<file path="config.mk">
export PLATFORM = sky130hd
export DESIGN_NAME = e_m_pipe_reg
export DESIGN_NICKNAME = d
export VERILOG_FILES = /design/src/rtl/e_m_pipe_reg.sv
export SDC_FILE = /design/constraint.sdc
export NUM_CORES = 1
export LEC_CHECK = 0
export CELL_PAD_IN_SITES_DETAIL_PLACEMENT = 1
export CELL_PAD_IN_SITES_GLOBAL_PLACEMENT = 1
export CORE_AREA = 3 3 136 138
export CTS_CLUSTER_DIAMETER = 200
export CTS_CLUSTER_SIZE = 16
export DETAILED_ROUTE_END_ITERATION = 8
export DIE_AREA = 0 0 139 141
export HOLD_SLACK_MARGIN = 0.06
export PLACE_DENSITY_LB_ADDON = 0.15
export SYNTH_ARGS = -nofsm -noshare
export SYNTH_HDL_FRONTEND = slang
export SYNTH_SLANG_ARGS = --single-unit
</file>
<file path="constraint.sdc">
create_clock -name clk -period 1.9 [get_ports clk]
set_input_delay 0.19 -clock clk [delete_from_list [all_inputs] [get_ports clk]]
set_output_delay 0.19 -clock clk [all_outputs]
set_load 0.005 [all_outputs]
</file>
<file path="src/rtl/e_m_pipe_reg.sv">
// ---------------------------------------------------------------------------
// e_m_pipe_reg
//   EX->MEM pipeline register in front of the data memory stage.
//   Captures the effective address, store data, PC, instruction word, DM
//   control and writeback tags produced in E. It supports stall (hold) and
//   flush (bubble), ages the hazard Tnew counter, and checks every memory
//   access for alignment and range faults. A faulting access has its side
//   effects stripped before it reaches DM: a store loses its write enable,
//   and a load loses its register write.
//
// Ports
//   clk, reset          clock and synchronous active-high reset
//   stall               hold all M-side state (Tnew still ages)
//   flush               load a bubble
//   E_PC, E_Instr       PC and instruction word of the instruction in E
//   E_ALUout            effective address / ALU result
//   E_WD                store data (forwarded rt)
//   E_DM_op             access size code (w/h/hu/b/bu)
//   E_DM_wr, E_DM_rd    store / load flags
//   E_RegWrite, E_A3    GPR write enable and destination
//   E_Tnew              cycles until the result is ready, measured at E
//   M_*                 registered copies for the MEM stage
//   M_valid             1 = real instruction, 0 = bubble
//   M_adel, M_ades      load / store address fault for this instruction
// ---------------------------------------------------------------------------
module e_m_pipe_reg #(
  parameter int DM_ADDR_BITS = 12,
  parameter int TNEW_W       = 2
) (
  input  logic              clk,
  input  logic              reset,
  input  logic              stall,
  input  logic              flush,
  input  logic [31:0]       E_PC,
  input  logic [31:0]       E_Instr,
  input  logic [31:0]       E_ALUout,
  input  logic [31:0]       E_WD,
  input  logic [2:0]        E_DM_op,
  input  logic              E_DM_wr,
  input  logic              E_DM_rd,
  input  logic              E_RegWrite,
  input  logic [4:0]        E_A3,
  input  logic [TNEW_W-1:0] E_Tnew,
  output logic [31:0]       M_A,
  output logic [31:0]       M_WD,
  output logic [31:0]       M_PC,
  output logic [31:0]       M_Instr,
  output logic [2:0]        M_DM_op,
  output logic              M_DM_wr,
  output logic              M_DM_rd,
  output logic              M_RegWrite,
  output logic [4:0]        M_A3,
  output logic [TNEW_W-1:0] M_Tnew,
  output logic              M_valid,
  output logic              M_adel,
  output logic              M_ades
);

  // Access size codes shared with the DM stage.
  localparam logic [2:0] DM_W  = 3'd0;
  localparam logic [2:0] DM_H  = 3'd1;
  localparam logic [2:0] DM_HU = 3'd2;
  localparam logic [2:0] DM_B  = 3'd3;
  localparam logic [2:0] DM_BU = 3'd4;

  // Decrement that stops at zero.
  function automatic logic [TNEW_W-1:0] sat_dec(input logic [TNEW_W-1:0] x);
    if (x == '0) sat_dec = '0;
    else         sat_dec = x - TNEW_W'(1);
  endfunction

  // Alignment check by access size; unknown size codes count as misaligned
  // so that a garbled op can never slip a write into DM.
  function automatic logic misaligned(input logic [2:0] op, input logic [1:0] a);
    case (op)
      DM_W:         misaligned = (a != 2'b00);
      DM_H, DM_HU:  misaligned = a[0];
      DM_B, DM_BU:  misaligned = 1'b0;
      default:      misaligned = 1'b1;
    endcase
  endfunction

  // ---- E stage: fault check and next-state decode -------------------------
  logic              is_store_p0;
  logic              is_load_p0;
  logic              mis_p0;
  logic              oor_p0;
  logic              bad_p0;
  logic              ades_p0;
  logic              adel_p0;
  logic              dm_wr_p0;
  logic              dm_rd_p0;
  logic              reg_write_p0;
  logic [4:0]        a3_p0;
  logic [TNEW_W-1:0] tnew_p0;

  always_comb begin
    // A simultaneous load+store request is illegal and is handled as a store.
    is_store_p0  = E_DM_wr;
    is_load_p0   = E_DM_rd & ~E_DM_wr;
    mis_p0       = misaligned(E_DM_op, E_ALUout[1:0]);
    oor_p0       = (E_ALUout[31:DM_ADDR_BITS] != '0);
    bad_p0       = (is_store_p0 | is_load_p0) & (mis_p0 | oor_p0);

    ades_p0      = is_store_p0 & bad_p0;
    adel_p0      = is_load_p0 & bad_p0;

    dm_wr_p0     = is_store_p0 & ~bad_p0;
    dm_rd_p0     = is_load_p0;

    // Writes to $0 are dropped; a faulting load never writes back.
    reg_write_p0 = E_RegWrite & (E_A3 != 5'd0) & ~adel_p0;
    a3_p0        = reg_write_p0 ? E_A3 : 5'd0;

    tnew_p0      = adel_p0 ? '0 : sat_dec(E_Tnew);
  end

  // ---- E -> M register ----------------------------------------------------
  always_ff @(posedge clk) begin
    if (reset || flush) begin
      M_A        <= '0;
      M_WD       <= '0;
      M_PC       <= '0;
      M_Instr    <= '0;
      M_DM_op    <= '0;
      M_DM_wr    <= 1'b0;
      M_DM_rd    <= 1'b0;
      M_RegWrite <= 1'b0;
      M_A3       <= '0;
      M_Tnew     <= '0;
      M_valid    <= 1'b0;
      M_adel     <= 1'b0;
      M_ades     <= 1'b0;
    end else if (stall) begin
      // Everything holds, but the result keeps getting closer to ready.
      M_Tnew     <= sat_dec(M_Tnew);
    end else begin
      // Address and data are captured even on a fault so exception handling
      // can report the offending PC and address.
      M_A        <= E_ALUout;
      M_WD       <= E_WD;
      M_PC       <= E_PC;
      M_Instr    <= E_Instr;
      M_DM_op    <= E_DM_op;
      M_DM_wr    <= dm_wr_p0;
      M_DM_rd    <= dm_rd_p0;
      M_RegWrite <= reg_write_p0;
      M_A3       <= a3_p0;
      M_Tnew     <= tnew_p0;
      M_valid    <= 1'b1;
      M_adel     <= adel_p0;
      M_ades     <= ades_p0;
    end
  end

endmodule

</file>
After elaboration in Yosys (flattened, before gate mapping) --
Index checks and enable logic that the tools add are counted.
Word-level totals: memories kept 0, logic and storage cells 46, bits in writable memories 0, memory bits (read-only) 0, register bits after elaboration 144, output and inout port bits 144, bits in latches 0, bits of input ports 145
Cells by class: shifts and indexed selects 0, bitwise operators 12, $lt $le $gt $ge 0, muxes and demuxes 6, $mul 0, reductions and logical operators 9, $add $sub $neg 2, div/mod/pow operators 0, eq/ne operators 4
Operator list (number):
- nonzero test 20 bit | 1
- two-way mux 2 bit | 4
- AND 1 bit | 7
- equality test 3 x 2 -> 1 bit (second input constant) | 2
- two-way mux 5 bit | 1
- nonzero test 5 bit | 1
- zero test 2 bit | 2
- OR reduction 2 bit | 2
- subtractor 2 x 1 -> 2 bit (second input constant) | 2
- equality test 3 x 1 -> 1 bit (second input constant) | 1
- equality test 3 bit (second input constant) | 1
- zero test 3 bit | 1
- NOT 1 bit | 3
- case mux 1 bit (3 select lines) | 1
- OR 1 bit | 2
- nonzero test 2 bit | 1
- logical OR 1 bit | 1

Logic depth before layout (Yosys ltp) --
Gate-level depths: netlist of the first run.
depth in word-level cells 9, mapped depth 5, mapped depth without buffers 4

Worst setup path after synthesis of the first run --
OpenSTA, ideal clock, no wires.
path type input to register, start point input E_ALUout[12], end point register M_Tnew[0], required time 1812 ps, cell stages on the path 4, setup slack 573 ps, buffers on the path 0, arrival time 1239 ps, setup time 88 ps, cell sequence or4_4 > nor2_4 > a31oi_4 > o32ai_2
On the way: word-level cells in the longest chain between the ends 6
RTL lines:
- start, declared | RTL line 36 | input logic [31:0] E_ALUout,
- nonzero test 20 bit | RTL line 102 | oor_p0 = (E_ALUout[31:DM_ADDR_BITS] != '0);
- OR 1 bit | RTL line 103 | bad_p0 = (is_store_p0 | is_load_p0) & (mis_p0 | oor_p0);
- AND 1 bit | RTL line 103
- AND 1 bit | RTL line 106 | adel_p0 = is_load_p0 & bad_p0;
- two-way mux 2 bit | RTL line 115 | tnew_p0 = adel_p0 ? '0 : sat_dec(E_Tnew);
- two-way mux 2 bit | RTL line 134 | end else if (stall) begin
- end signal, assigned | RTL line 136 | M_Tnew <= sat_dec(M_Tnew);
- end signal, assigned | RTL line 149 | M_Tnew <= tnew_p0;
- end, declared | RTL line 53 | output logic [TNEW_W-1:0] M_Tnew,
Every way passes these cells. A chain may end at the register's enable or synchronous reset.

Final worst setup path of the first run --
start point input E_ALUout[27], end point register M_Tnew[0]
Same word-level chain as after synthesis.

==> results of run 1 <==
## state kept, by name, indices dropped and copies added, names as in the netlist
register	count
M_ades	1
M_valid	1
M_Tnew	2
M_PC	32
M_Instr	32
M_A3	5
M_RegWrite	1
M_adel	1
M_DM_wr	1
M_WD	32
M_A	32
M_DM_rd	1
M_DM_op	3
## per-layer routing
metal	part of all wire	wire length, microns
met5	0	0
met4	0.017	292
met3	0.095	1670
met2	0.49	8530
met1	0.40	7070
## worst max path at each step
stage / depth (start not counted) / from / slack [ns] / endpoint
floorplan: 4 / E_ALUout[12] / 0.57 / M_Tnew[0]
global placement: 6 / E_ALUout[28] / -0.01 / M_Tnew[0]
detailed placement: 6 / E_ALUout[28] / -0.08 / M_Tnew[0]
CTS: 1 / M_Tnew[0] / 0.35 / M_Tnew[0]
global route: 6 / E_ALUout[27] / 0.23 / M_Tnew[0]
finish: 6 / E_ALUout[27] / 0.35 / M_Tnew[0]
## power by group through the flow
stage          clock (mW)  combinational [mW]  sequential [mW]
6_report             3.40               0.913             3.17
5_1_grt              3.64               0.987             3.18
4_1_cts              3.50               0.928             3.17
3_5_place_dp            0               0.921             3.23
3_3_place_gp            0               0.902             3.23
2_1_floorplan           0               0.319             3.24
## area by class of cell
cell class | count | area (sq um) | area share
Inverter | 1 | 3.75 | 0.000421
Tap cell | 225 | 282 | 0.0316
Sequential cell | 144 | 2880 | 0.323
Timing Repair Buffer | 295 | 3000 | 0.337
Multi-Input combinational cell | 316 | 2140 | 0.240
Clock inverter | 12 | 159 | 0.0178
Clock buffer | 19 | 443 | 0.0497
## worst max-delay path: stages
cell	delay (ns)
clkdlybuf4s50_1	0.43
nor4_1	0.29
buf_4	0.16
and4_1	0.31
a31oi_4	0.19
o32ai_2	0.29
## cell families after synthesis
| group | count (synthesis) |
|---|---|
| multiplexers | 131 |
| AO/OA/AOI/OAI | 19 |
| flip-flops | 144 |
| AND/OR/NAND/NOR | 166 |
| buffers and inverters | 33 |
## cell usage in the layout (no fill, tap or decap), drive strengths merged, types with 2 or more instances in the layout
| cell | count |
|---|---|
| nand2 | 9 |
| mux2i | 131 |
| bufinv | 3 |
| dfxtp | 144 |
| or4 | 3 |
| nand3 | 9 |
| clkbuf | 19 |
| a21oi | 2 |
| nor4 | 3 |
| clkinvlp | 5 |
| a31oi | 2 |
| inv | 4 |
| o21ai | 9 |
| buf | 8 |
| clkdlybuf4s50 | 287 |
| nor2 | 136 |
==> impl_metrics.env, run 1 <==
export IMPL_clk_pin_slew_ns=0.06
export IMPL_switchingPower_mw=1.68
export IMPL_syn_nets=638
export IMPL_synth_top_cell_area_share=0.558
export IMPL_synth_mux_area_frac=0.254
export IMPL_drv_cap=0
export IMPL_finalClockSkew_ns=0.00318
export IMPL_synthCells=493
export IMPL_startpoint_type="input pin"
export IMPL_min_path_type="input pin to flop"
export IMPL_min_period_ns=1.55
export IMPL_place_area_sq_um=8310
export IMPL_synth_flop_cell="dfxtp_1"
export IMPL_max_slew_margin=0.539
export IMPL_min_from="stall"
export IMPL_final_antenna_net_count=0
export IMPL_ys_seq_area_frac=0.558
export IMPL_swShare=0.225
export IMPL_power_frac_comb=0.122
export IMPL_power_frac_seq=0.423
export IMPL_grt_pass1_vias=5054
export IMPL_grt_usage=0.179
export IMPL_tritoncts="done"
export IMPL_die_y_microns=141
export IMPL_root_buffer="clkbuf_16"
export IMPL_synth_largest_area_cell="dfxtp_1"
export IMPL_total_power_mw=7.48
export IMPL_cts_max_level=4
export IMPL_async_flop_share=0
export IMPL_reg2reg_slack_ns=1.21
export IMPL_intPower_mw=5.80
export IMPL_cp_arrival_ns=1.86
export IMPL_nets=920
export IMPL_yosysUniqueCellTypes=31
export IMPL_critPathCaptureType="flop"
export IMPL_portBuffers=288
export IMPL_setup_ws_ns=0.350
export IMPL_setup_violations=0
export IMPL_area_delta_synth_final_pct=72.5
export IMPL_worstMarginPinSlew_ns=0.692
export IMPL_cts_sinks=144
export IMPL_synth_area_top_cells="dfxtp_1 (56%), mux2i_1 (25%), nor2_1 (9.7%)"
export IMPL_numCtsBuffers=17
export IMPL_postCtsHoldBufs=0
export IMPL_yosys_area_share_xor_xnor=0
export IMPL_viasPerCell=4.54
export IMPL_insertion_delay_ns=0.41
export IMPL_wire_per_inst_microns=17.4
export IMPL_core_area_sq_um=17300
export IMPL_gp_congestion=0.820
export IMPL_antenna_found_initial=0
export IMPL_first_pass_iters=4
export IMPL_p_leak_nw=3.59
export IMPL_grt_util_met3=0.0756
export IMPL_dieArea_sq_um=19600
export IMPL_wirelength_mm=17.6
export IMPL_timing_rr_start="M_WD[27]"
export IMPL_rows=48
export IMPL_synth_top_family_by_area="multiplexers"
export IMPL_avgSynthCellArea_sq_um=10.5
export IMPL_slew_violations=0
export IMPL_fmax_mhz=645
export IMPL_top_usage_layer="met2"
export IMPL_p_clk_frac=0.455
export IMPL_fin_setup_tns_ns=0
export IMPL_mappedNetlistArea_sq_um=5170
export IMPL_clockBufferDepth=2
export IMPL_synth_compound_area_frac=0.0269
export IMPL_ys_seq_elements=144
export IMPL_yosys_warnings=0
export IMPL_status="completed"
export IMPL_drc=0
export IMPL_n_fill_cell=1910
export IMPL_hpwlAfterDp_mm=13.2
export IMPL_vias=4597
export IMPL_grt_pass1_wl_mm=27.7
export IMPL_worstPathMaxFanout=9
export IMPL_grtUsageMet2=0.308
export IMPL_min_to="M_adel"
export IMPL_finalHoldViolations=0
export IMPL_final_cell_count_no_fill=1012
export IMPL_rr_worst_depth=2
export IMPL_ios=289
export IMPL_initial_utilization=0.299
export IMPL_grt_max_degree=135
export IMPL_stdcell_area_sq_um=8910
export IMPL_drive_above_1_share=0.0584
export IMPL_holdWs_ns=0.252
export IMPL_post_place_ws_ns=-0.0835
export IMPL_overflow=0
export IMPL_r2r_end="M_WD[27]"
export IMPL_synth_enable_flop_cells=0
export IMPL_hold_depth=3
export IMPL_rsz0062_at_grt="false"
export IMPL_synth_common_cells="dfxtp_1 (144), nor2_1 (134), mux2i_1 (131), buf_2 (15), clkbuf_1 (10)"
export IMPL_num_antenna_cells=0
export IMPL_utilization=0.515
export IMPL_synth_adder_area_share=0
export IMPL_powerDensity_nw_per_um2=840
export IMPL_die_x_microns=139
export IMPL_gr_usage_met1=0.199
export IMPL_postCtsSetupRepairBufs=0
export IMPL_vdd_drop_max_mv=0.567
export IMPL_worstPathRequired_ns=2.21
export IMPL_yosysMostFrequentCell="dfxtp_1"
export IMPL_criticalPathCategory="input pin to flop"
export IMPL_drt_iter0_markers=165
export IMPL_cts_resized=0
export IMPL_fin_crit_sh=0.816
export IMPL_place_inst=981
export IMPL_synth_simple_gate_area_frac=0.134
(Power assumes the default switching activity.)
==> inputs of run 2 (changes only) <==
--- a/config.mk
+++ b/config.mk
@@ -7,11 +7,11 @@
 export LEC_CHECK = 0
 export CELL_PAD_IN_SITES_DETAIL_PLACEMENT = 1
 export CELL_PAD_IN_SITES_GLOBAL_PLACEMENT = 1
-export CORE_AREA = 3 3 136 138
+export CORE_AREA = 3 3 148 150
 export CTS_CLUSTER_DIAMETER = 200
 export CTS_CLUSTER_SIZE = 16
 export DETAILED_ROUTE_END_ITERATION = 8
-export DIE_AREA = 0 0 139 141
+export DIE_AREA = 0 0 151 153
 export HOLD_SLACK_MARGIN = 0.06
 export PLACE_DENSITY_LB_ADDON = 0.15
 export SYNTH_ARGS = -nofsm -noshare
==> constraint.sdc (replaced) <==
create_clock -name clk -period 1.27 [get_ports clk]
set_input_delay 0.127 -clock clk [delete_from_list [all_inputs] [get_ports clk]]
set_output_delay 0.127 -clock clk [all_outputs]
set_load 0.005 [all_outputs]
==> run 2 against run 1 <==
Power grew 53%. Final area rose by 3.0%. First-iteration DRC count decreased by 36%. Count of clock-buffer cells in the layout grew 1. Routed wire length increased by 5.4%. Setup slack worse by 0.31 ns. Combinational power rose by 49%. Worst hold slack lost 0.14 ns. Global-route usage decreased by 2.1 points. Via count is 1.4% higher. Register-to-register slack worse by 0.62 ns. Largest cell class unchanged.
==> impl_metrics.env, run 2 (same netlist as run 1, synthesis figures left out) <==
export IMPL_nets=952
export IMPL_power_frac_comb=0.118
export IMPL_total_power_mw=11.5
export IMPL_vdd_drop_max_mv=0.873
export IMPL_insertion_delay_ns=0.41
export IMPL_worstPathRequired_ns=1.58
export IMPL_slew_violations=0
export IMPL_timing_rr_start="M_WD[9]"
export IMPL_final_antenna_net_count=0
export IMPL_finalClockSkew_ns=0.00180
export IMPL_mostFrequentLayoutCell="dlygate4sd2_1"
export IMPL_grt_max_degree=35
export IMPL_area_delta_synth_final_pct=77.7
export IMPL_crit_family="buffers and inverters"
export IMPL_die_x_microns=151
export IMPL_wirelength_mm=18.5
export IMPL_drv_cap=0
export IMPL_antenna_found_initial=0
export IMPL_numCtsBuffers=17
export IMPL_viasPerCell=4.26
export IMPL_critPathCaptureType="flop"
export IMPL_max_slew_margin=0.807
export IMPL_path_cells="clkdlybuf4s50_1, nor4_2, and4_4, a31oi_4, buf_4, o2bb2ai_1"
export IMPL_core_area_sq_um=20800
export IMPL_powerDensity_nw_per_um2=1250
export IMPL_drc=0
export IMPL_worstMarginPinSlew_ns=0.290
export IMPL_cpPeakStageDelay_ns=0.44
export IMPL_place_area_sq_um=8590
export IMPL_final_cell_count_no_fill=1094
export IMPL_fin_crit_sh=0.970
export IMPL_r2r_end="M_WD[9]"
export IMPL_hpwlAfterDp_mm=14.2
export IMPL_rr_worst_depth=2
export IMPL_cts_sinks=144
export IMPL_clk_pin_slew_ns=0.06
export IMPL_overflow=0
export IMPL_multiInputGateArea_sq_um=2170
export IMPL_portBuffers=288
export IMPL_fin_setup_tns_ns=0
export IMPL_cp_arrival_ns=1.54
export IMPL_first_pass_iters=4
export IMPL_cts_max_level=4
export IMPL_grt_usage=0.158
export IMPL_vias=4660
export IMPL_reg2reg_slack_ns=0.59
export IMPL_rsz0062_at_grt="false"
export IMPL_grt_pass1_vias=5107
export IMPL_num_antenna_cells=0
export IMPL_startpoint="E_ALUout[24]"
export IMPL_intPower_mw=8.91
export IMPL_rows=53
export IMPL_worstPathMaxFanout=4
export IMPL_stdcell_area_sq_um=9180
export IMPL_min_period_ns=1.23
export IMPL_root_buffer="clkbuf_16"
export IMPL_fmax_mhz=812
export IMPL_min_path_type="input pin to flop"
export IMPL_setup_worst_path_end="M_adel"
export IMPL_ios=289
export IMPL_status="completed"
export IMPL_p_leak_nw=4.50
export IMPL_die_y_microns=153
export IMPL_startpoint_type="input pin"
export IMPL_clockBufferDepth=2
export IMPL_grt_pass1_wl_mm=28.2
export IMPL_drt_iter0_markers=105
export IMPL_drive_above_1_share=0.105
export IMPL_dieArea_sq_um=23100
export IMPL_switchingPower_mw=2.56
export IMPL_regArea_sq_um=2890
export IMPL_holdWs_ns=0.108
export IMPL_cp_depth=6
export IMPL_n_fill_cell=2331
export IMPL_gp_congestion=0.814
export IMPL_tritoncts="done"
export IMPL_criticalPathCategory="input pin to flop"
export IMPL_path_buf_inv=2
export IMPL_power_frac_seq=0.413
export IMPL_initial_utilization=0.248
export IMPL_swShare=0.223
export IMPL_finalHoldViolations=0
export IMPL_cp_slowest_cell="clkdlybuf4s50_1"
export IMPL_final_cell_mix="dlygate4sd2_1 (155), dfxtp_1 (136), nor2_1 (134)"
export IMPL_wire_per_inst_microns=16.9
export IMPL_setup_violations=0
export IMPL_p_clk_frac=0.469
export IMPL_place_inst=1053
run 2: how the worst min path moves through the flow:
stage,from,endpoint,slack [ns],depth (start not counted)
after global routing,E_ALUout[28],M_A[28],0.12,3
final,E_ALUout[28],M_A[28],0.11,3
after floorplan,E_Tnew[0],M_Tnew[0],0.24,1
after CTS,E_ALUout[28],M_A[28],0.08,3
after global placement,M_Tnew[0],M_Tnew[0],0.43,1
after detailed placement,M_valid,M_valid,0.44,2
run 2: layer usage:
metal  share of wire  GRT usage
met5               0          0
met4           0.016     0.0449
met3            0.11     0.0836
met2            0.48      0.272
met1            0.38      0.165
run 2: per-stage QoR:
step / utilization / worst slack, ns
6_report: 0.441 / 0.0381
2_1_floorplan: - / 0.00584
5_1_grt: 0.441 / 0.0144
3_5_place_dp: 0.412 / -0.659
3_3_place_gp: 0.412 / -0.656
4_1_cts: 0.437 / 0.00310
run 2: what timing repair did:
| action | CTS | global route |
|---|---|---|
| hold buffers | 0 | 5 |
| pin swaps | 7 | 7 |
| setup endpoints to repair | 154 | 11 |
| endpoints found under the hold margin | 0 | 5 |
| resized for setup | 171 | 10 |
| setup buffers | 4 | 1 |
run 2: tightest hold or removal path: stages:
cell and delay [ns]:
dlygate4sd2_1 0.21, mux2i_1 0.07, nor2_1 0.08
run 2: power groups by stage:
stage | combinational [mW] | sequential [mW] | clock [mW]
6_report | 1.36 | 4.74 | 5.38
5_1_grt | 1.47 | 4.75 | 5.82
4_1_cts | 1.37 | 4.74 | 5.58
3_5_place_dp | 1.46 | 4.84 | 0
3_3_place_gp | 1.43 | 4.83 | 0
2_1_floorplan | 0.477 | 4.84 | 0
run 2: final cells by class:
class                      count  area share
clock buffer                  20      0.0497
clock inverter                11      0.0194
inverter                       1    0.000409
multi-input combinational    316       0.236
sequential                   144       0.315
tap                          275      0.0375
timing repair buffer         327       0.342
==> inputs of run 3 (changes only) <==
--- a/config.mk
+++ b/config.mk
@@ -5,10 +5,11 @@
 export SDC_FILE = /design/constraint.sdc
 export NUM_CORES = 1
 export LEC_CHECK = 0
+export ABC_AREA = 0
 export CELL_PAD_IN_SITES_DETAIL_PLACEMENT = 1
 export CELL_PAD_IN_SITES_GLOBAL_PLACEMENT = 1
 export CORE_AREA = 3 3 148 150
-export CTS_CLUSTER_DIAMETER = 200
+export CTS_CLUSTER_DIAMETER = 150
 export CTS_CLUSTER_SIZE = 16
 export DETAILED_ROUTE_END_ITERATION = 8
 export DIE_AREA = 0 0 151 153
==> results of run 3 <==
Same layout as run 2: the final DEF is identical, and so are final timing and power.
==> edit, RTL diff (flow settings as in run 3) <==
Change the parameter `TNEW_W` from 2 to 4.
--- a/src/rtl/e_m_pipe_reg.sv
+++ b/src/rtl/e_m_pipe_reg.sv
@@ -27,3 +27,3 @@
   parameter int DM_ADDR_BITS = 12,
-  parameter int TNEW_W       = 2
+  parameter int TNEW_W       = 4
 ) (
Ports: changed (resized E_Tnew and M_Tnew); port bits go from 289 to 293. The function was not compared with the original's and may differ.
==> edit against run 3 <==
- wire length up 2.6%
- area after synthesis up 4.4%
- die area did not move
- final area grew 2.3%
- total power decreased by 4.5%
- sequential cell count is 2 higher
- first-iteration DRC count down 0.95%
- worst setup slack got worse by 0.029 ns
==> edit: results (changes against run 3) <==
synth:
  yosys-mux-area-fraction_pct: 24.5  # -0.89 points
  avgSynthCellArea_sq_um: 10.4  # -0.63%
  synth_nets: 666  # +4.4%
  synth_compound_area_share_pct: 4.20  # +1.5 points
  yosys.area_share.adder_pct: 0.232  # +0.23 points
  synth.area.top_cells: "dfxtp_1 54%, mux2i_1 24%, nor2_1 9.3%"
  yosys-top-cells-count: "146 x dfxtp_1, 134 x nor2_1, 132 x mux2i_1, 19 x clkbuf_1, 15 x buf_2"
  synth_seq_area_share_pct: 54.2  # -1.6 points
  ys_types: 36  # +16%
critical_path:
  critPathLaunch: "E_ALUout[19]"
  cp_top_family: "simple AND/OR/NAND/NOR gates"
  r2r-start: "M_Tnew[0]"
  max_stage_delay_ns: 0.53  # +0.09 ns
  rrSetupSlack_ns: 0.10  # -0.49 ns
  cp_slowest_cell: "or4_4"
  timing.rr.end: "M_Tnew[2]"
  crit_fanout: 6  # +2
final_layout:
  fillers: 2354  # +0.99%
  final_util_pct: 45.1  # +1.0 points
  nets: 983  # +3.3%
  stdcell_count: 1123  # +2.7%
  drive_gt1_share_pct: 11.9  # +1.4 points
clocking:
  cts_buffers: 17  # unchanged
  cts_max_level: 4  # unchanged
global_routing:
  met2_usage_pct: 29.7  # +2.4 points
  grt_use_total_pct: 16.2  # +0.46 points
  gr-usage-met3_pct: 5.31  # -3.1 points
  met1_usage_pct: 17.4  # +0.89 points
  grt_pass1_wl_microns: 29400  # +3.9%
  grt_pass1_vias: 5413  # +6.0%
  grt_max_degree: 51  # +46%
  grt_antenna_before_repair: 3  # +3
worst_hold_path:
  min-delay-start: "E_ALUout[24]"
  hold_class: "primary input to flip-flop"
  whs_endpoint: "M_A[24]"
power_and_ir_drop:
  p_leak_nw: 4.59  # +2.0%
  max-vdd-ir-drop_v: 0.000855  # -2.1%
  swShare_pct: 23.9  # +1.5 points
sta:
  fin_ws_ns: 0.00930  # -0.0288 ns
  tightest_slew_ns: 0.269  # -0.0213 ns
  final.setup_skew_ns: 0.000191  # -0.00161 ns
  hold_slack_ns: 0.0322  # -0.0755 ns
place:
  place_congestion: 0.807  # -0.92%
  dp_slack_ns: -0.703  # -0.0437 ns
  dp_hpwl_microns: 14400  # +0.99%
  port_buffers: 292  # +1.4%
  dpl-instance-area_sq_um: 8830  # +2.9%
routing:
  first_iter_violations: 104  # -0.95%
  highest_layer: "met5"
  wl_microns: 19000  # +2.6%
  via_count: 4921  # +5.6%
  wl_met3_microns: 1350  # -36%
  wl_met1_microns: 7300  # +2.5%
  dr_wl_met2_microns: 9940  # +11%
run_status:
  outcome: "finished clean"
[edit: power groups by stage]
| stage | registers [mW] | logic, mW | clock network (mW) |
|---|---|---|---|
| finish | 4.81 | 1.44 | 4.71 |
| global route | 4.83 | 1.56 | 5.10 |
| CTS | 4.81 | 1.44 | 4.88 |
| detailed placement | 4.91 | 1.52 | 0 |
| global placement | 4.90 | 1.48 | 0 |
| floorplan | 4.92 | 0.521 | 0 |
[edit: final cells by class]
| cell class | count | share of cell area [%] |
|---|---|---|
| clock buffer | 20 | 4.76 |
| clock inverter | 12 | 1.13 |
| inverter | 4 | 0.200 |
| multi-input combinational | 332 | 25.3 |
| sequential | 146 | 31.2 |
| tap | 275 | 3.66 |
| timing repair buffer | 334 | 33.7 |
[edit: timing repair]
action / CTS / global route
setup endpoints to repair: 159 / 45
buffers inserted: 1 / 1
resized for setup: 189 / 29
hold buffers: 2 / 5
hold endpoints to repair: 3 / 5
gates cloned: 1 / 0
pin swaps: 10 / 7
